`src/rtl/int_sched.sv`:
```
// Priority interrupt scheduler: picks the highest eligible source, requests the CPU with a
// code/ack handshake, and tracks in-service sources until software issues EOI over Wishbone.
module int_sched #(
  parameter int GAP_CYC = 1
) (
  input  logic       clk,
  input  logic       rst,
  input  logic [7:0] IRQ_IN,
  output logic       INT_REQo,
  output logic [2:0] INT_CODEo,
  input  logic       INT_ACKi,
  input  logic [2:0] WB_ADRi,
  input  logic [7:0] WB_DATi,
  output logic [7:0] WB_DATo,
  input  logic       WB_WEi,
  input  logic       WB_CYCi,
  input  logic       WB_STBi,
  output logic       WB_ACKo,
  output logic [1:0] o_dbg_state
);

  // CPU handshake: INT_REQo is held with a frozen INT_CODEo until INT_ACKi is seen
  // (or EN drops); INT_ACKi is only meaningful while INT_REQo=1.
  typedef enum logic [1:0] {
    S_IDLE = 2'd0,
    S_REQ  = 2'd1,
    S_GAP  = 2'd2
  } state_t;

  localparam logic [3:0] GAP_LOAD = 4'(GAP_CYC);

  state_t     r_state;
  logic       r_en;
  logic       r_nest;
  logic [7:0] r_mask;
  logic [7:0] r_isr;
  logic       r_req;
  logic [2:0] r_code;
  logic [3:0] r_gap_cnt;

  logic       w_wr;
  logic       w_eoi;
  logic       w_ack_take;
  logic [2:0] w_isr_top;
  logic [7:0] w_above;
  logic [7:0] w_raw;
  logic [7:0] w_elig;
  logic [2:0] w_sel;
  logic [7:0] w_eoi_clr;
  logic [7:0] w_isr_set;

  function automatic logic [2:0] f_top(input logic [7:0] v);
    logic [2:0] idx;
    idx = 3'd0;
    for (int i = 0; i < 8; i++) begin
      if (v[i]) idx = 3'(i);
    end
    return idx;
  endfunction

  assign w_wr       = WB_CYCi & WB_STBi & WB_WEi;
  assign w_eoi      = w_wr & (WB_ADRi == 3'd3);
  assign w_ack_take = (r_state == S_REQ) & INT_ACKi;
  assign w_isr_top  = f_top(r_isr);
  assign w_raw      = IRQ_IN & r_mask & ~r_isr;
  assign w_sel      = f_top(w_elig);

  always_comb begin
    w_above = 8'h00;
    for (int i = 0; i < 8; i++) begin
      w_above[i] = (3'(i) > w_isr_top);
    end
  end

  // With something in service, only nested mode lets strictly higher sources through.
  always_comb begin
    w_elig = w_raw;
    if (r_isr != 8'h00) w_elig = r_nest ? (w_raw & w_above) : 8'h00;
  end

  always_comb begin
    w_eoi_clr = 8'h00;
    if (w_eoi) begin
      if (WB_DATi[7]) w_eoi_clr = 8'b1 << WB_DATi[2:0];
      else if (r_isr != 8'h00) w_eoi_clr = 8'b1 << w_isr_top;
    end
  end

  // The set term is OR-ed after the clear so an acknowledge beats an EOI of the same bit.
  assign w_isr_set = w_ack_take ? (8'b1 << r_code) : 8'h00;

  always_ff @(posedge clk) begin
    if (rst) begin
      r_state   <= S_IDLE;
      r_en      <= 1'b0;
      r_nest    <= 1'b0;
      r_mask    <= 8'h00;
      r_isr     <= 8'h00;
      r_req     <= 1'b0;
      r_code    <= 3'd0;
      r_gap_cnt <= 4'd0;
    end else begin
      if (w_wr && WB_ADRi == 3'd0) begin
        r_en   <= WB_DATi[7];
        r_nest <= WB_DATi[0];
      end
      if (w_wr && WB_ADRi == 3'd1) r_mask <= WB_DATi;
      r_isr <= (r_isr & ~w_eoi_clr) | w_isr_set;

      case (r_state)
        S_IDLE: begin
          if (r_en && (w_elig != 8'h00)) begin
            r_code  <= w_sel;
            r_req   <= 1'b1;
            r_state <= S_REQ;
          end
        end
        S_REQ: begin
          if (INT_ACKi || !r_en) begin
            r_req     <= 1'b0;
            r_gap_cnt <= GAP_LOAD;
            r_state   <= S_GAP;
          end
        end
        S_GAP: begin
          if (r_gap_cnt <= 4'd1) begin
            r_gap_cnt <= 4'd0;
            r_state   <= S_IDLE;
          end else begin
            r_gap_cnt <= r_gap_cnt - 4'd1;
          end
        end
        default: r_state <= S_IDLE;
      endcase
    end
  end

  always_comb begin
    WB_DATo = 8'h00;
    case (WB_ADRi)
      3'd0:    WB_DATo = {r_en, 6'b000000, r_nest};
      3'd1:    WB_DATo = r_mask;
      3'd2:    WB_DATo = IRQ_IN & r_mask;
      3'd3:    WB_DATo = r_isr;
      3'd4:    WB_DATo = {r_req, 4'b0000, r_code};
      default: WB_DATo = 8'h00;
    endcase
  end

  assign WB_ACKo     = WB_CYCi & WB_STBi;
  assign INT_REQo    = r_req;
  assign INT_CODEo   = r_code;
  assign o_dbg_state = r_state;

endmodule

```
`config.mk`:
```
export PLATFORM = sky130hd
export DESIGN_NAME = int_sched
export DESIGN_NICKNAME = d
export VERILOG_FILES = /design/src/rtl/int_sched.sv
export SDC_FILE = /design/constraint.sdc
export NUM_CORES = 1
export LEC_CHECK = 0
export ABC_AREA = 1
export BUFFER_PORTS_ARGS = -buffer_cell sky130_fd_sc_hd__buf_2
export CORE_MARGIN = 5
export CORE_UTILIZATION = 40
export CTS_CLUSTER_SIZE = 10
export DETAILED_ROUTE_END_ITERATION = 8
export HOLD_SLACK_MARGIN = 0.06
export PLACE_DENSITY = 0.62
export SLEW_MARGIN = 25
export SYNTH_ARGS = -nofsm -noshare
export SYNTH_HDL_FRONTEND = slang
export SYNTH_SLANG_ARGS = --single-unit
export TNS_END_PERCENT = 1
```
`constraint.sdc`:
```
create_clock -name clk -period 2.08 [get_ports clk]
set_clock_uncertainty 0.2 [all_clocks]
set_input_delay 0.104 -clock clk [delete_from_list [all_inputs] [get_ports clk]]
set_output_delay 0.104 -clock clk [all_outputs]
set_load 0.005 [all_outputs]
```
Word-level counts from Yosys, hierarchy flattened
Index checks and enable logic that the tools add are counted.
{ "totals": {"word_cells": 87, "output_inout_bits": 15, "in_bits": 25, "ff_bits": 28} }
{ "op_classes": {"n_addsub": 1, "n_lt_le_gt_ge": 9, "n_mux": 31, "reduce_logical": 15, "n_eq_ne": 9, "shifts": 3, "bitwise": 11} }
{ "ops": {"columns": ["cell", "count"], "rows": [
  ["two-way mux 8 bit", 6],
  ["case mux 8 bit (5 select lines)", 1],
  ["two-way mux 3 bit", 12],
  ["AND 8 bit", 4],
  ["<< shifter 1 x 3 -> 8 bit (first input constant)", 3],
  ["NOT 8 bit", 2],
  ["nonzero test 8 bit", 2],
  ["greater-than comparator 3 bit (first input constant)", 4],
  ["two-way mux 4 bit", 2],
  ["OR 8 bit", 1],
  ["case mux 4 bit (2 select lines)", 1],
  ["== test 3 x 2 -> 1 bit (second input constant)", 2],
  ["greater-than comparator 1 x 3 -> 1 bit (first input constant)", 2],
  ["greater-than comparator 2 x 3 -> 1 bit (first input constant)", 2],
  ["two-way mux 2 bit", 3],
  ["case mux 2 bit (3 select lines)", 1],
  ["AND reduction 3 bit", 2],
  ["AND 1 bit", 4],
  ["less-or-equal comparator 4 x 1 -> 1 bit (second input constant)", 1],
  ["two-way mux 1 bit", 4],
  ["inequality test 2 bit (second input constant)", 2],
  ["AND reduction 2 bit", 2],
  ["nonzero test 2 bit", 2],
  ["subtractor 4 x 1 -> 4 bit (second input constant)", 1],
  ["other kinds (11)", 13]
]} }

Longest topological paths before layout
{ "depth": {"depth_word": 18, "depth_mapped": 11} }

Least setup slack after synthesis
Ideal clock, no wire load.
{ "synth_timing": {"path_type": "reg2reg", "from": "register r_gap_cnt[0]", "to": "register r_gap_cnt[1]", "setup_slack_ns": 0.486, "synth_period_minus_slack_ns": 1.594, "arrival_ns": 1.324, "setup_ns": 0.070, "path_stages_with_launch": 7, "cell_sequence": "dfxtp_1 > inv_1 > ha_1 > o21ai_0 > nand2_1 > or2_2 > a21oi_1"} }
{ "synth_via": {"elab_chain_cells": 3, "word_cells_on_any_way": 4, "classes_between": "add/sub (1); order compare (1); mux (2)"} }
{ "synth_lines": {"columns": ["item", "line_no", "text"], "rows": [
  ["start, declared", "39", "logic [3:0] r_gap_cnt;"],
  ["start signal, assigned", "130", "r_gap_cnt <= r_gap_cnt - 4'd1;"],
  ["subtractor 4 x 1 -> 4 bit or less-or-equal comparator 4 x 1 -> 1 bit (tied branches)", "130, 126", null],
  ["two-way mux 4 bit *", "126", "if (r_gap_cnt <= 4'd1) begin"],
  ["case mux 4 bit (2 select lines) *", "110", "case (r_state)"]
]} }
Every way passes the cells marked *; elsewhere a longest branch is shown, timed or not.
A chain may end at the register's enable or synchronous reset.

Final worst setup path
Same ends and word-level chain as after synthesis.

==> results.md <==
- Status: completed
- Worst-Margin Slew: 0.512 ns
- Place WS: 0.349 ns
- Skew-Pair Late Insertion Delay: 0.28 ns
- First-pass GRT wire length: 8980 um
- CTS sink count: 28
- Top Metal Used: met4
- DIE AREA: 5970 um^2
- Fin util: 51.2%
- GRT Util Overall: 17.9%
- Fmax: 0.573 GHz
- Min Tclk post-route: 1.75 ns
- FILL cells: 477
- Post-Route WL: 5310 um
- Met2 wire len: 2330 um
- CTS max path bufs: 2
- Syn Nets: 303
- Layout cells sized above 1: 21.6%
- Largest net degree at the start of global routing: 17
- R2r endpoint: r_gap_cnt[1]$_SDFFE_PP0P_
- Synth Area in Adders: 1.38%
- Post-synthesis sequential area ratio: 31.0%
- Peak supply drop: 0.228 mV
- Met3 Wirelength: 356 um
- Signal arrival time at the worst endpoint: 1.77 ns
- DR vias: 1999
- Final #Nets: 356
- Post-Syn Area per Cell: 6.56 um^2
- RSZ-0062 raised after global routing: false
- Ys Warns: 0
- Chip height: 77.3 um
- Number of antenna-violating nets in the routed design: 0
- Multi-input combinational cell area: 1070 um^2
- GPL Wtd Cong: 0.899
- CTS Buf Count: 3
- Setup TNS: 0 ns
- Postcts setup bufs: 0
- Vias per cell: 5.26
- Hold Path Class: input pin to flop
- Vias in the first global route: 1959
- Clk root buf: clkbuf_8
- CTS tree: built
- Crit path capture: r_gap_cnt[1]$_SDFFE_PP0P_
- Synth Cell Area: 1810 um^2
- Post-DP HPWL: 4240 um
- Post-Synth Simple-Gate Area: 33.7%
- Slew Viols, Final: 0
- Htree depth: 1
- P&R area growth vs syn: 24.0%
- Core area: 4380 um^2
- Reg2Reg Depth: 6
- Setup crit start: r_gap_cnt[0]$_SDFFE_PP0P_
- Launching element type of the critical path: flop
- Most common cell after layout, fill and taps aside: nand2_1
- Worst slew margin: 65.8%
- Netlist cell types: 34
- Final setup violation count: 0
- Comb pwr share: 10.3%
- Max Cap Viol: 0
- R2r setup slk: 0.33 ns
- Antenna cells: 0
- Post-synthesis xor/xnor area fraction: 0.484%
- Mux contribution to synthesized area: 0%
- Antenna violations before repair: 0
- Port Buf Inserts: 39
- RR Startpoint: r_gap_cnt[0]$_SDFFE_PP0P_
- First-pass DRT Iterations: 4
- Critical path class: flop to flop
- IO Count: 40
- Clock power share: 40.2%
- Drt drc: 0
- Row count: 24
- Flop pwr share: 49.5%
- Sw Ratio: 22.7%
- Synthesized flop and latch total: 28
- Die W: 77.3 um
- DRT iter0 DRCs: 140
- Setup WS post-layout: 0.334 ns
- Most frequent cells in the layout: nand2_1, inv_1, buf_2, a21oi_1, dfxtp_1
- Total power after layout: 1.09 mW
- Compound-Gate Fraction of Synth Area: 23.4%
- Crit path capture type: flop
- Worst EP required: 2.10 ns
- Starting Density: 41.3%
- Static leakage: 1.01 nW
- Met1 wire length: 2570 um
- Sw Pwr: 0.248 mW
- Grt ovf: 0
- Period utilization: 83.9%
- Crit-path max FO: 4
- Pwr/cell area: 487 nW/um^2
- CTS clk-pin slew, worst paths: 0.10 ns
- Wirelength per Cell: 14.0 um
- Register area: 561 um^2
- Final hold viol count: 0
- Largest family of logic cells by synthesized area: simple AND/OR/NAND/NOR gates
- Cells after Synth: 276
- Internal power: 0.844 mW
critical path, cell delays in order (launching register included):
cell     delay [ns]
dfxtp_1        0.34
inv_1          0.08
ha_1           0.21
o21ai_0        0.29
nand2_1        0.15
or2_2          0.29
a21oi_1        0.13
metrics by stage:
step           instance area [um^2]  hold slack [ns]  instances
6_report                       2240           0.0870        380
5_1_grt                        2240            0.117        380
4_1_cts                        2240           0.0832        380
3_5_place_dp                   2070            0.182        366
3_3_place_gp                   2070            0.170        366
2_1_floorplan                  1810          -0.0269        276
registers in the layout, indices dropped and copies added, names as in the netlist:
register / flops
r_nest: 1
r_gap_cnt: 4
INT_CODEo: 3
r_en: 1
INT_REQo: 1
o_dbg_state: 2
r_isr: 8
r_mask: 8
worst min-delay path by stage:
| stage | startpoint | endpoint | slack (ns) | depth (start not counted) |
|---|---|---|---|---|
| 3_3_place_gp | WB_DATi[6] | r_mask[6]$_SDFFE_PP0P_ | 0.17 | 3 |
| 3_5_place_dp | WB_DATi[6] | r_mask[6]$_SDFFE_PP0P_ | 0.18 | 3 |
| 4_1_cts | WB_DATi[7] | r_isr[2]$_SDFF_PP0_ | 0.08 | 4 |
| 6_report | WB_DATi[7] | r_isr[2]$_SDFF_PP0_ | 0.09 | 4 |
| 2_1_floorplan | rst | r_isr[2]$_SDFF_PP0_ | -0.03 | 1 |
| 5_1_grt | WB_DATi[7] | r_isr[2]$_SDFF_PP0_ | 0.12 | 4 |
final cells by class:
| type | instances | area share (%) |
|---|---|---|
| clock inverters | 1 | 1.34 |
| inverters | 45 | 7.53 |
| flip-flops and latches | 28 | 25.0 |
| well taps | 52 | 2.90 |
| repair buffers | 51 | 13.8 |
| multi-input cells | 200 | 47.6 |
| clock buffers | 3 | 1.84 |
synthesized netlist by cell type, drive strengths merged:
cell	count	share of area, %
o2111ai	1	0.48
o211ai	1	0.42
buf	1	0.28
a22oi	3	1.2
nand3	11	3.7
clkbuf	2	0.42
a211oi	1	0.42
inv	45	9.3
o21bai	1	0.42
ha	2	1.4
xnor2	1	0.48
nand2	67	15
a221oi	1	0.48
nand4	11	3.8
o22ai	4	1.4
a21oi	32	8.9
o221ai	2	0.97
nand3b	2	0.83
o31ai	2	0.83
nor2	26	7.5
o21ai	24	7.3
nor3	5	2.6
or2	1	0.35
a31oi	2	0.69
dfxtp	28	31
layer usage:
metal,up-vias,track usage [%]
met5,-,0
met4,0,5.33
met3,6,2.69
met2,58,27.4
met1,908,25.8
li1,1027,-
kinds of logic after synthesis:
logic type	Yosys count
AOI/OAI and AO/OA	74
buffers and inverters	48
and+or+nand+nor	123
adders and majority gates	2
xor gates and xnor gates	1
DFF	28
power by group through the flow:
stage                     Combinational [mW]  Clock, mW  Sequential [mW]
final                                  0.112      0.439            0.541
after global routing                   0.126      0.466            0.542
after CTS                              0.112      0.447            0.541
after detailed placement              0.0970          0            0.553
after global placement                0.0976          0            0.553
after floorplan                       0.0508          0            0.553
repair_timing:
action,CTS,global route
hold buffers,10,0
hold endpoints to repair,23,0
endpoints found under the setup margin,0,0
resized for setup,0,0
(Power assumes the default switching activity.)
